`src/rtl/mem_lsu_pkg.sv`:
```
// Shared encodings for the load/store unit: opcodes, exception causes, FSM states
// and small opcode-decoding helpers used by both the controller and the lane aligner.
package mem_pkg;

    typedef enum logic [3:0] {
        OP_NOP = 4'd0,
        OP_LB  = 4'd1,
        OP_LBU = 4'd2,
        OP_LH  = 4'd3,
        OP_LHU = 4'd4,
        OP_LW  = 4'd5,
        OP_SB  = 4'd6,
        OP_SH  = 4'd7,
        OP_SW  = 4'd8
    } memop_e;

    typedef enum logic [1:0] {
        EXC_NONE    = 2'd0,
        EXC_MIS_LD  = 2'd1,
        EXC_MIS_ST  = 2'd2,
        EXC_TIMEOUT = 2'd3
    } excp_e;

    typedef enum logic [1:0] {
        ST_IDLE = 2'd0,
        ST_REQ  = 2'd1,
        ST_DONE = 2'd2
    } state_e;

    typedef enum logic [1:0] {
        SZ_B = 2'd0,
        SZ_H = 2'd1,
        SZ_W = 2'd2
    } size_e;

    localparam logic [7:0]  NOP_REG   = 8'd0;
    localparam logic [63:0] ZERO_WORD = 64'd0;

    function automatic logic op_is_load(input logic [3:0] op);
        return op inside {OP_LB, OP_LBU, OP_LH, OP_LHU, OP_LW};
    endfunction

    function automatic logic op_is_store(input logic [3:0] op);
        return op inside {OP_SB, OP_SH, OP_SW};
    endfunction

    function automatic logic op_is_signed(input logic [3:0] op);
        return op inside {OP_LB, OP_LH, OP_LW};
    endfunction

    function automatic size_e op_size(input logic [3:0] op);
        case (op)
            OP_LH, OP_LHU, OP_SH: return SZ_H;
            OP_LW, OP_SW:         return SZ_W;
            default:              return SZ_B;
        endcase
    endfunction

    // Halfwords need an even address, words a 4-byte aligned one; bytes never trap.
    function automatic logic op_misaligned(input logic [3:0] op, input logic [1:0] lo);
        case (op_size(op))
            SZ_H:    return lo[0];
            SZ_W:    return |lo;
            default: return 1'b0;
        endcase
    endfunction

endpackage

```
`src/rtl/mem_lsu_align.sv`:
```
// Combinational lane handling: store byte enables and data replication, plus
// load lane extraction with sign/zero extension (little-endian lanes).
module mem_align
    import mem_pkg::*;
#(
    parameter int DATA_W = 32,
    parameter int OFF_W  = $clog2(DATA_W / 8)
) (
    input  logic [3:0]          memop_i,
    input  logic [OFF_W-1:0]    off_i,
    input  logic [DATA_W-1:0]   sdata_i,
    input  logic [DATA_W-1:0]   rdata_i,
    output logic [DATA_W/8-1:0] be_o,
    output logic [DATA_W-1:0]   wdata_o,
    output logic [DATA_W-1:0]   ldata_o
);

    localparam int NB = DATA_W / 8;

    logic [DATA_W-1:0] w_shifted;
    logic              w_sign;

    assign w_shifted = rdata_i >> {off_i, 3'b000};

    // NOTE: every output gets a default before the case so no path infers a latch.
    always_comb begin
        be_o    = '0;
        wdata_o = '0;
        ldata_o = '0;
        w_sign  = 1'b0;
        case (op_size(memop_i))
            SZ_B: begin
                be_o    = NB'(1) << off_i;
                wdata_o = {NB{sdata_i[7:0]}};
                w_sign  = op_is_signed(memop_i) & w_shifted[7];
                ldata_o = {{(DATA_W-8){w_sign}}, w_shifted[7:0]};
            end
            SZ_H: begin
                be_o    = NB'(3) << off_i;
                wdata_o = {(NB/2){sdata_i[15:0]}};
                w_sign  = op_is_signed(memop_i) & w_shifted[15];
                ldata_o = {{(DATA_W-16){w_sign}}, w_shifted[15:0]};
            end
            default: begin
                be_o    = NB'(15) << off_i;
                wdata_o = {(NB/4){sdata_i[31:0]}};
                w_sign  = op_is_signed(memop_i) & w_shifted[31];
                ldata_o = DATA_W'({{(DATA_W-32){w_sign}}, w_shifted[31:0]});
            end
        endcase
    end

endmodule

```
`src/rtl/mem_lsu.sv`:
```
// Memory stage load/store unit: IDLE/REQ/DONE handshake with the data memory,
// alignment traps, ack timeout, and load writeback; NOPs pass straight through.
module mem_lsu
    import mem_pkg::*;
#(
    parameter int DATA_W      = 32,
    parameter int ADDR_W      = 32,
    parameter int REG_AW      = 5,
    parameter int ACK_TIMEOUT = 16
) (
    input  logic                clk,
    input  logic                rst,
    input  logic [3:0]          memop_i,
    input  logic [REG_AW-1:0]   wd_i,
    input  logic [DATA_W-1:0]   wdata_i,
    input  logic                wreg_i,
    input  logic [ADDR_W-1:0]   mem_addr_i,
    input  logic [DATA_W-1:0]   mem_sdata_i,
    output logic [REG_AW-1:0]   wd_o,
    output logic [DATA_W-1:0]   wdata_o,
    output logic                wreg_o,
    output logic                stallreq_o,
    output logic                dm_req_o,
    output logic                dm_we_o,
    output logic [ADDR_W-1:0]   dm_addr_o,
    output logic [DATA_W/8-1:0] dm_be_o,
    output logic [DATA_W-1:0]   dm_wdata_o,
    input  logic [DATA_W-1:0]   dm_rdata_i,
    input  logic                dm_ack_i,
    output logic                excp_o,
    output logic [1:0]          excp_code_o
);

    localparam int NB    = DATA_W / 8;
    localparam int OFF_W = $clog2(NB);
    localparam int CNT_W = 8;

    state_e            r_state;
    state_e            w_next;
    logic [CNT_W-1:0]  r_cnt;
    logic [DATA_W-1:0] r_ldata;
    excp_e             r_code;

    logic              w_is_load;
    logic              w_is_store;
    logic              w_is_mem;
    logic              w_misal;
    logic              w_timeout;
    logic [NB-1:0]     w_be;
    logic [DATA_W-1:0] w_st_data;
    logic [DATA_W-1:0] w_ld_data;

    assign w_is_load  = op_is_load(memop_i);
    assign w_is_store = op_is_store(memop_i);
    assign w_is_mem   = w_is_load | w_is_store;
    assign w_misal    = w_is_mem & op_misaligned(memop_i, mem_addr_i[1:0]);
    assign w_timeout  = (r_cnt == CNT_W'(ACK_TIMEOUT - 1));

    mem_align #(
        .DATA_W (DATA_W),
        .OFF_W  (OFF_W)
    ) u_align (
        .memop_i (memop_i),
        .off_i   (mem_addr_i[OFF_W-1:0]),
        .sdata_i (mem_sdata_i),
        .rdata_i (dm_rdata_i),
        .be_o    (w_be),
        .wdata_o (w_st_data),
        .ldata_o (w_ld_data)
    );

    // NOTE: sequential state uses non-blocking assignments only.
    always_ff @(posedge clk) begin
        if (rst) begin
            r_state <= ST_IDLE;
            r_cnt   <= '0;
            r_ldata <= '0;
            r_code  <= EXC_NONE;
        end else begin
            r_state <= w_next;
            case (r_state)
                ST_IDLE: begin
                    r_cnt  <= '0;
                    r_code <= !w_misal ? EXC_NONE : (w_is_load ? EXC_MIS_LD : EXC_MIS_ST);
                end
                ST_REQ: begin
                    if (dm_ack_i) begin
                        r_ldata <= w_ld_data;
                    end else begin
                        r_cnt <= r_cnt + CNT_W'(1);
                        if (w_timeout) r_code <= EXC_TIMEOUT;
                    end
                end
                default: ;
            endcase
        end
    end

    always_comb begin
        w_next      = r_state;
        wd_o        = wd_i;
        wdata_o     = wdata_i;
        wreg_o      = 1'b0;
        stallreq_o  = 1'b0;
        dm_req_o    = 1'b0;
        dm_we_o     = 1'b0;
        dm_addr_o   = '0;
        dm_be_o     = '0;
        dm_wdata_o  = ZERO_WORD[DATA_W-1:0];
        excp_o      = 1'b0;
        excp_code_o = EXC_NONE;
        unique case (r_state)
            ST_IDLE: begin
                if (!w_is_mem) begin
                    wreg_o = wreg_i;
                end else begin
                    stallreq_o = 1'b1;
                    w_next     = w_misal ? ST_DONE : ST_REQ;
                end
            end
            ST_REQ: begin
                stallreq_o = 1'b1;
                dm_req_o   = 1'b1;
                dm_we_o    = w_is_store;
                dm_addr_o  = {mem_addr_i[ADDR_W-1:OFF_W], {OFF_W{1'b0}}};
                dm_be_o    = w_is_store ? w_be : '1;
                dm_wdata_o = w_is_store ? w_st_data : ZERO_WORD[DATA_W-1:0];
                if (dm_ack_i || w_timeout) w_next = ST_DONE;
            end
            ST_DONE: begin
                w_next      = ST_IDLE;
                excp_o      = (r_code != EXC_NONE);
                excp_code_o = r_code;
                if (w_is_load) begin
                    wdata_o = r_ldata;
                    wreg_o  = wreg_i & (r_code == EXC_NONE);
                end
            end
            default: w_next = ST_IDLE;
        endcase
        // Reset overrides everything visible so nothing leaks while the pipeline flushes.
        if (rst) begin
            wd_o        = REG_AW'(NOP_REG);
            wdata_o     = ZERO_WORD[DATA_W-1:0];
            wreg_o      = 1'b0;
            stallreq_o  = 1'b0;
            dm_req_o    = 1'b0;
            dm_we_o     = 1'b0;
            dm_addr_o   = '0;
            dm_be_o     = '0;
            dm_wdata_o  = ZERO_WORD[DATA_W-1:0];
            excp_o      = 1'b0;
            excp_code_o = EXC_NONE;
        end
    end

endmodule
```
`config.mk`:
```
export PLATFORM = sky130hd
export DESIGN_NAME = mem_lsu
export DESIGN_NICKNAME = d
export VERILOG_FILES = /design/src/rtl/mem_lsu_pkg.sv /design/src/rtl/mem_lsu_align.sv /design/src/rtl/mem_lsu.sv
export SDC_FILE = /design/constraint.sdc
export NUM_CORES = 1
export LEC_CHECK = 0
export CORE_ASPECT_RATIO = 0.75
export CORE_MARGIN = 2
export CORE_UTILIZATION = 39
export DETAILED_ROUTE_END_ITERATION = 8
export PLACE_DENSITY = 0.88
export SYNTH_ARGS = -nofsm -noshare
export SYNTH_HDL_FRONTEND = slang
export SYNTH_SLANG_ARGS = --single-unit
```
`constraint.sdc`:
```
create_clock -name clk -period 7.3 [get_ports clk]
set_input_delay 1.46 -clock clk [delete_from_list [all_inputs] [get_ports clk]]
set_output_delay 1.46 -clock clk [all_outputs]
set_load 0.05 [all_outputs]
```
==> impl_results.md, run 1 <==
- Quantity of gates resized following cts: 0
- First-pass GRT wire length: 22800 um
- Least-Margin Pin Slew: 0.980 ns
- Die height: 87.9 um
- Arrival time worst endpoint: 4.94 ns
- Die ar.: 10200 um2
- Synth cell types: 54
- Setup bufs post-CTS: 0
- Core Footprint: 9080 um2
- Residual DRC: 0
- Layout cells sized above 1: 0.0530
- Most common cell after layout, fill and taps aside: clkdlybuf4s50_1
- EDFF count, synth: 0
- # IOs: 253
- Vias per cell: 5.37
- RSZ-0062 raised after global routing: false
- Die Width: 116 um
- Grt total ovfl: 0
- Largest net degree at the start of global routing: 85
- Vias: 4742
- Routed WL per cell: 17.0 um
- Gr usage total: 0.285
- Tmin final: 6.40 ns
- Placer Congestion: 0.959
- Final #Nets: 899
- Flop and latch count out of synthesis: 44
- CP endpoint kind: output port
- Status: finished clean
- Layout filler cell count: 762
- Tcrit/Tclk final: 0.877
- H-Tree Depth: 2
- Sequential Area: 881 um2
- Hold buffer count at CTS: 0
- CTS buffer count: 5
- Cells after DPL: 875
- Crit path max fanout: 29
- TritonCTS clock tree: done
- Ys flop type: dfxtp_1
- Worst-Skew Late Latency: 0.28 ns
- Area of the multi-input gates: 2540 um2
- Max-slew headroom: 0.346
- Vias in the first global route: 4438
- CTS Root Cell: clkbuf_16
- Rows: 30
- Overall Power: 0.910 mW
- Final setup fails: 0
- Clock buffer depth: 2
- Mapped Area: 3660 um2
- Area growth syn-to-layout: 72.8%
- Final worst slack: 0.899 ns
- Clock Skews: 0.00371 ns
- DR iter-0 viols: 374
- Worst-path clk slew: 0.06 ns
- Worst Setup Start Kind: input port
- Final WL: 15000 um
- PD cells: 144 nW/um2
- Max-slew violations: 0
- Initial Util: 0.403
- Critical Path RT: 5.84 ns
- Async SR Flop Fraction: 0
- Initial antenna violation count: 0
- Setup TNS: 0 ns
- Cell Count, Final, Fillers Out: 883
- Commonest non-fill, non-tap cells in the layout: clkdlybuf4s50_1, nand2_1, nor2_1
- Sequential fraction of the synthesis area: 0.240
- CTS Sinks: 44
- HP Class: reg -> reg
- DP HPWL: 11900 um
- Synth Area per Inst: 6.86 um2
- TritonRoute pass-1 iters: 5
- WS Path Type: in -> out
- Fmax: 0.156 GHz
- Lkg Pwr: 2.34 nW
- Final hold violation count: 0
- Peak VDD IR: 0.111 mV
- Synth Warn #: 0
- Post-DRT Antenna Nets: 0
- Count of buffers from port buffering: 250
- Final core occ: 0.697
- Synthesized netlist cell count: 534
- # Max-Cap Violations: 0
- Pre-CTS WS: 0.969 ns
- N_diodes: 0
-- sequential cells by signal, summed over array words and instances (netlist names) --
signal / flops
r_state: 2
r_cnt: 8
r_code: 2
r_ldata: 32
-- Yosys cell counts, types with 2 or more instances --
| cell type | number | area share |
|---|---|---|
| a21oi_1 | 49 | 0.067 |
| or2_2 | 2 | 0.0034 |
| buf_6 | 3 | 0.0092 |
| clkbuf_1 | 24 | 0.025 |
| nor3_1 | 7 | 0.0096 |
| dfxtp_1 | 44 | 0.24 |
| nand2_1 | 112 | 0.11 |
| o22ai_1 | 8 | 0.014 |
| a311oi_1 | 8 | 0.019 |
| o211ai_1 | 7 | 0.014 |
| nor2b_1 | 8 | 0.014 |
| and3_1 | 11 | 0.019 |
| buf_2 | 12 | 0.016 |
| xor2_1 | 2 | 0.0048 |
| nor2_2 | 2 | 0.0034 |
| buf_4 | 4 | 0.0082 |
| mux2_2 | 8 | 0.025 |
| inv_1 | 6 | 0.0061 |
| nand3_1 | 14 | 0.019 |
| nand3b_1 | 3 | 0.0061 |
| mux2i_1 | 17 | 0.046 |
| nand2_2 | 2 | 0.0034 |
| nor2_1 | 64 | 0.066 |
| a221oi_1 | 7 | 0.017 |
| and2_1 | 32 | 0.055 |
| a211oi_1 | 17 | 0.035 |
| o21a_1 | 16 | 0.033 |
| o21ai_0 | 12 | 0.016 |
| nand2b_1 | 2 | 0.0034 |
| ha_1 | 4 | 0.014 |
| nor3_2 | 3 | 0.0082 |
| a21oi_4 | 2 | 0.0089 |
-- cells by family (layout without fill, tap and decap cells) --
family	count (synthesis)	in the layout	share of synthesized area
AOI/OAI and AO/OA	134	134	0.248
other	1	2	0.00102
adders and majority gates	4	4	0.0137
DFF	44	44	0.240
buffers and inverters	51	271	0.0666
and+or+nand+nor	271	271	0.346
muxes	26	26	0.0772
xor gates and xnor gates	3	3	0.00717
-- area by class of cell --
cell class	count	area share
Clock buffer	6	0.0219
Clock inverter	2	0.00613
Inverter	7	0.00415
Multi-Input combinational cell	440	0.402
Sequential cell	44	0.139
Tap cell	128	0.0253
Timing Repair Buffer	256	0.402
-- worst max-delay path: stages --
cell             delay (ns)
clkdlybuf4s50_1        0.68
and4bb_1               0.29
a21oi_4                0.11
buf_4                  0.31
ha_1                   0.52
nor2_1                 0.09
o21ai_0                0.19
nand2_1                0.22
nor2_1                 0.23
clkdlybuf4s50_1        0.83
-- per-layer routing --
| layer | global-route usage | vias to the layer above | routed length (um) |
|---|---|---|---|
| met3 | 0.0616 | 23 | 1300 |
| met1 | 0.377 | 2177 | 6360 |
| met5 | 0 | - | 0 |
| met2 | 0.487 | 248 | 7150 |
| met4 | 0.0487 | 0 | 205 |
| li1 | - | 2294 | - |
-- power breakdown --
part	internal, mW	switching (mW)
logic	0.159	0.216
clock network	0.171	0.0942
registers	0.257	0.0120
total	0.587	0.322
-- worst paths after layout --
check                                              from                        to  slack (ns)  depth (start not counted)
worst max-delay path                         memop_i[3]            dm_wdata_o[20]        0.90                         10
worst min-delay path            r_ldata[7]$_SDFFE_PP0P_   r_ldata[7]$_SDFFE_PP0P_        0.46                          2
worst max register to register  r_state[0]$_SDFFE_PP0P_  r_ldata[14]$_SDFFE_PP0P_        5.38                          4
worst min register to register  r_ldata[7]$_SDFFE_PP0P_   r_ldata[7]$_SDFFE_PP0P_        0.46                          2
-- per-stage QoR --
stage	area [um2]	hold WS, ns
global route	6330	0.484
global placement	6150	0.446
floorplan	3670	0.434
CTS	6330	0.461
detailed placement	6150	0.451
finish	6330	0.460
No activity file was read; power rests on OpenSTA's default activity.
==> inputs of run 2 (changes only) <==
--- a/config.mk
+++ b/config.mk
@@ -5,11 +5,13 @@
 export SDC_FILE = /design/constraint.sdc
 export NUM_CORES = 1
 export LEC_CHECK = 0
+export ABC_CLOCK_PERIOD_IN_PS = 7300
 export CORE_ASPECT_RATIO = 0.75
 export CORE_MARGIN = 2
 export CORE_UTILIZATION = 39
 export DETAILED_ROUTE_END_ITERATION = 8
 export PLACE_DENSITY = 0.88
+export REMOVE_ABC_BUFFERS = 1
 export SYNTH_ARGS = -nofsm -noshare
 export SYNTH_HDL_FRONTEND = slang
 export SYNTH_SLANG_ARGS = --single-unit
==> impl_results.md, run 2 (same netlist as run 1, synthesis figures left out) <==
- Status: finished clean
- Rows: 30 (unchanged)
- CTS buffer count: 5 (unchanged)
- Worst-Skew Late Latency: 0.29 ns (about the same)
- Largest register FFs: 32 (unchanged)
- Placer Congestion: 0.880 (-8.2%)
- Core Footprint: 9080 um2 (unchanged)
- Residual DRC: 0 (unchanged)
- Vias per cell: 5.38 (about the same)
- Clock buffer depth: 2 (unchanged)
- Die ar.: 10200 um2 (unchanged)
- Largest net degree at the start of global routing: 85 (unchanged)
- Final worst slack: 1.24 ns (+0.346 ns)
- R2r startpoint: r_state[0]$_SDFFE_PP0P_
- Biggest regs: r_ldata x32, r_cnt x8
- Worst Setup Start Kind: input port
- Lkg Pwr: 2.32 nW (-0.86%)
- Worst flop-to-flop path endpoint: r_ldata[12]$_SDFFE_PP0P_
- Finished Cell Area: 6290 um2 (-0.67%)
- Arrival time worst endpoint: 4.60 ns (-0.34 ns)
- Hold slack: 0.464 ns (+0.00398 ns)
- Largest Register: r_ldata
- Cells after DPL: 876 (+0.11%)
- Die height: 87.9 um (unchanged)
- Quantity of gates resized following cts: 0 (unchanged)
- Flop-to-flop setup slack: 5.35 ns (-0.03 ns)
- Final hold violation count: 0 (unchanged)
- Worst-path clk slew: 0.06 ns (about the same)
- PD cells: 136 nW/um2 (-5.3%)
- Final #Nets: 900 (+0.11%)
- Setup TNS: 0 ns (unchanged)
- Clock Skews: 0.00161 ns (-0.00211 ns)
- Least-Margin Pin Slew: 0.920 ns (-0.0597 ns)
- Layout filler cell count: 758 (-0.52%)
- HP Class: reg -> reg
- H-Tree Depth: 2 (unchanged)
- DR iter-0 viols: 312 (-17%)
- Hold Crit Endpoint: r_ldata[2]$_SDFFE_PP0P_
- Count of buffers from port buffering: 250 (unchanged)
- Gr usage total: 0.292 (+0.00709)
- Die Width: 116 um (unchanged)
- CP endpoint kind: output port
- Initial Util: 0.403 (unchanged)
- Area growth syn-to-layout: 71.6%
- Crit path max fanout: 13 (-55%)
- Final core occ: 0.692 (-0.00468)
- Hold buffer count at CTS: 0 (unchanged)
- Tmin final: 6.06 ns (-0.346 ns)
- TritonRoute pass-1 iters: 7 (+2)
- Cell Count, Final, Fillers Out: 882 (-0.11%)
- Commonest non-fill, non-tap cells in the layout: clkdlybuf4s50_1, nand2_1, nor2_1
- Grt total ovfl: 0 (unchanged)
- Critical Path RT: 5.84 ns (about the same)
- Worst R2R Path Depth: 4 (unchanged)
- CTS Sinks: 44 (unchanged)
- Tcrit/Tclk final: 0.829 (-0.0474)
- Placed instance area: 6160 um2 (+0.12%)
- Peak VDD IR: 0.0999 mV (-10%)
- Post-DRT Antenna Nets: 0 (unchanged)
- Hold Crit Depth: 2 (unchanged)
- DP HPWL: 12200 um (+2.4%)
- Hold Crit Start: r_ldata[2]$_SDFFE_PP0P_
- Overall Power: 0.855 mW (-5.9%)
- Final setup fails: 0 (unchanged)
- First-pass GRT wire length: 23200 um (+1.7%)
- CTS Root Cell: clkbuf_16
- Fmax: 0.165 GHz (+5.7%)
- WS Path Type: in -> out
- # IOs: 253 (unchanged)
- Layout cells sized above 1: 0.0505 (-0.00252)
- # Max-Cap Violations: 0 (unchanged)
- Final WL: 15500 um (+3.0%)
- Most common cell after layout, fill and taps aside: clkdlybuf4s50_1
- Pre-CTS WS: 1.28 ns (+0.310 ns)
- Routed WL per cell: 17.5 um (+3.1%)
- Max-slew headroom: 0.385 (+0.0392)
- TritonCTS clock tree: done
- Max-slew violations: 0 (unchanged)
- Vias: 4741 (-0.021%)
- RSZ-0062 raised after global routing: false
- Setup bufs post-CTS: 0 (unchanged)
- Vias in the first global route: 4310 (-2.9%)
- Initial antenna violation count: 1 (+1)
-- run 2: cell count changes in the layout (fill, tap and decap cells not counted) --
cell | before | now
buf_4 | 6 | 7
bufinv_16 | 1 | 0
clkbuf_8 | 1 | 0
clkinv_4 | 1 | 0
diode_2 | 0 | 1
-- run 2: area by class of cell --
cell class / instances / area, um2 / area share
multi-input combinational: 440 / 2540 / 0.404
antenna: 1 / 2.50 / 0.000398
clock buffer: 5 / 125 / 0.0199
inverter: 7 / 26.3 / 0.00418
timing repair buffer: 257 / 2550 / 0.406
sequential: 44 / 881 / 0.140
tap: 128 / 160 / 0.0255
-- run 2: power by group --
part,internal [mW],switching (mW)
Sequential,0.257,0.0123
Clock,0.121,0.0871
Combinational,0.160,0.218
-- run 2: worst max path at each step --
stage / start / endpoint / slack (ns) / depth (start not counted)
6_report: memop_i[3] / dm_wdata_o[20] / 1.24 / 9
5_1_grt: memop_i[1] / wdata_o[6] / 1.06 / 8
4_1_cts: memop_i[1] / wdata_o[17] / 1.28 / 8
3_5_place_dp: memop_i[3] / dm_wdata_o[20] / 1.28 / 9
3_3_place_gp: memop_i[3] / dm_wdata_o[20] / 1.41 / 9
2_1_floorplan: memop_i[3] / dm_wdata_o[16] / 2.13 / 7
-- run 2: routing by layer --
layer | GRT usage | share of wire
met5 | 0 | 0
met3 | 0.0505 | 0.082
met2 | 0.452 | 0.45
met4 | 0.0617 | 0.012
met1 | 0.427 | 0.46
-- run 2: worst max-delay path: stages --
cell and delay, ns:
clkdlybuf4s50_1 0.66, and4bb_1 0.29, a21oi_4 0.19, ha_1 0.49
nor2_1 0.10, o21ai_0 0.17, nand2_1 0.23, nor2_1 0.18
clkdlybuf4s50_1 0.82
==> inputs of run 3 (changes only) <==
--- a/config.mk
+++ b/config.mk
@@ -5,12 +5,12 @@
 export SDC_FILE = /design/constraint.sdc
 export NUM_CORES = 1
 export LEC_CHECK = 0
-export ABC_CLOCK_PERIOD_IN_PS = 7300
+export ABC_CLOCK_PERIOD_IN_PS = 6250
 export CORE_ASPECT_RATIO = 0.75
 export CORE_MARGIN = 2
-export CORE_UTILIZATION = 39
+export CORE_UTILIZATION = 36
 export DETAILED_ROUTE_END_ITERATION = 8
-export PLACE_DENSITY = 0.88
+export PLACE_DENSITY = 0.82
 export REMOVE_ABC_BUFFERS = 1
 export SYNTH_ARGS = -nofsm -noshare
 export SYNTH_HDL_FRONTEND = slang
==> constraint.sdc (replaced) <==
create_clock -name clk -period 6.25 [get_ports clk]
set_input_delay 1.25 -clock clk [delete_from_list [all_inputs] [get_ports clk]]
set_output_delay 1.25 -clock clk [all_outputs]
set_load 0.05 [all_outputs]
==> impl_results.md, run 3 (same netlist as run 1, synthesis figures left out) <==
- Vias in the first global route: 4504 (+4.5%)
- Count of buffers from port buffering: 250 (unchanged)
- Final setup fails: 0 (unchanged)
- Initial Util: 0.375 (-0.0285)
- Hold slack: 0.462 ns (-0.00231 ns)
- Arrival time worst endpoint: 4.30 ns (-0.30 ns)
- Residual DRC: 0 (unchanged)
- Final worst slack: 0.700 ns (-0.545 ns)
- Final #Nets: 901 (+0.11%)
- First-pass GRT wire length: 24500 um (+5.9%)
- Worst Setup Start Kind: input port
- Most common cell after layout, fill and taps aside: clkdlybuf4s50_1
- HP Class: reg -> reg
- PD cells: 163 nW/um2 (+19%)
- Hold buffer count at CTS: 0 (unchanged)
- TritonRoute pass-1 iters: 6 (-1)
- Max-slew violations: 0 (unchanged)
- Placed instance area: 6140 um2 (-0.37%)
- Worst-Skew Late Latency: 0.29 ns (about the same)
- DR iter-0 viols: 343 (+9.9%)
- Lkg Pwr: 2.36 nW (+1.8%)
- RSZ-0062 raised after global routing: false
- Quantity of gates resized following cts: 0 (unchanged)
- Worst-path clk slew: 0.06 ns (about the same)
- CTS Sinks: 44 (unchanged)
- CTS Root Cell: clkbuf_16
- Pre-CTS WS: 0.710 ns (-0.569 ns)
- Commonest non-fill, non-tap cells in the layout: clkdlybuf4s50_1, nand2_1, nor2_1
- Tcrit/Tclk final: 0.888
- Area growth syn-to-layout: 71.6% (unchanged)
- Peak VDD IR: 0.0981 mV (-1.8%)
- Die ar.: 11000 um2 (+8.0%)
- Critical Path RT: 5.00 ns (-0.84 ns)
- # Max-Cap Violations: 0 (unchanged)
- Cells after DPL: 881 (+0.57%)
- Largest net degree at the start of global routing: 85 (unchanged)
- Max-slew headroom: 0.407 (+0.0220)
- H-Tree Depth: 2 (unchanged)
- Final hold violation count: 0 (unchanged)
- Vias per cell: 5.33 (-0.79%)
- Status: finished clean
- Setup TNS: 0 ns (unchanged)
- Largest register FFs: 32 (unchanged)
- Initial antenna violation count: 2 (+1)
- Core Footprint: 9770 um2 (+7.6%)
- Biggest regs: r_ldata x32, r_cnt x8
- Routed WL per cell: 18.0 um (+2.5%)
- CP endpoint kind: output port
- Tmin final: 5.55 ns
- Grt total ovfl: 0 (unchanged)
- CTS buffer count: 5 (unchanged)
- Placer Congestion: 0.915 (+4.0%)
- Vias: 4741 (unchanged)
- Crit path max fanout: 13 (unchanged)
- WS Path Type: in -> out
- Fmax: 0.180 GHz
- Setup bufs post-CTS: 0 (unchanged)
- Gr usage total: 0.282 (-0.00959)
- Post-DRT Antenna Nets: 0 (unchanged)
- N_diodes: 0 (-1)
- Clock buffer depth: 2 (unchanged)
- TritonCTS clock tree: done
- Least-Margin Pin Slew: 0.887 ns (-0.0329 ns)
- Cell Count, Final, Fillers Out: 889 (+0.79%)
- Overall Power: 1.02 mW (+19%)
- Die Width: 120 um (+3.9%)
- Layout cells sized above 1: 0.0727 (+0.0222)
- DP HPWL: 12700 um (+4.5%)
- Die height: 91.4 um (+3.9%)
- # IOs: 253 (unchanged)
- Finished Cell Area: 6290 um2 (unchanged)
- Clock Skews: 0.00288 ns (+0.00127 ns)
- Final WL: 16000 um (+3.3%)
- Largest Register: r_ldata
- Final core occ: 0.643 (-0.0489)
- Rows: 31 (+3.3%)
==> run 3: changes by cell type in the layout (fill, tap and decap cells not counted), sizes merged <==
cell | before | now
clkinvlp | 0 | 1
clkdlybuf4s50 | 249 | 235
buf | 8 | 23
diode | 1 | 0
clkbuf | 5 | 7
==> run 3: path summary, 6_finish.rpt <==
kind / start / end / slack (ns) / depth (start not counted)
max: memop_i[3] / dm_wdata_o[13] / 0.70 / 8
max reg2reg: r_state[0]$_SDFFE_PP0P_ / r_ldata[11]$_SDFFE_PP0P_ / 4.36 / 4
min reg2reg: r_ldata[3]$_SDFFE_PP0P_ / r_ldata[3]$_SDFFE_PP0P_ / 0.46 / 2
min: r_ldata[3]$_SDFFE_PP0P_ / r_ldata[3]$_SDFFE_PP0P_ / 0.46 / 2
==> run 3: routing by layer <==
layer | share of wire | vias up | GRT usage
met5 | 0.0015 | - | 0
met4 | 0.012 | 4 | 0.0484
met3 | 0.083 | 24 | 0.0741
met2 | 0.45 | 226 | 0.441
met1 | 0.45 | 2188 | 0.394
li1 | - | 2299 | -
==> run 3: power by group <==
group	internal (mW)	switching [mW]	total, mW
registers	0.300	0.0138	0.314
logic	0.187	0.256	0.443
clock network	0.159	0.107	0.266
==> run 3: cell type report <==
cell class,count,area (um2)
fill,826,3490
multi-input combinational,440,2540
timing repair buffer,258,2520
sequential,44,881
tap,132,165
clock buffer,7,143
inverter,7,26.3
clock inverter,1,7.51
==> run 3: critical path: stages <==
cell and delay, ns:
clkdlybuf4s50_1 0.67, and4bb_1 0.30, a21oi_4 0.21, ha_1 0.54, a221oi_1 0.17, nor2_1 0.19
o21a_1 0.16, clkdlybuf4s50_1 0.81
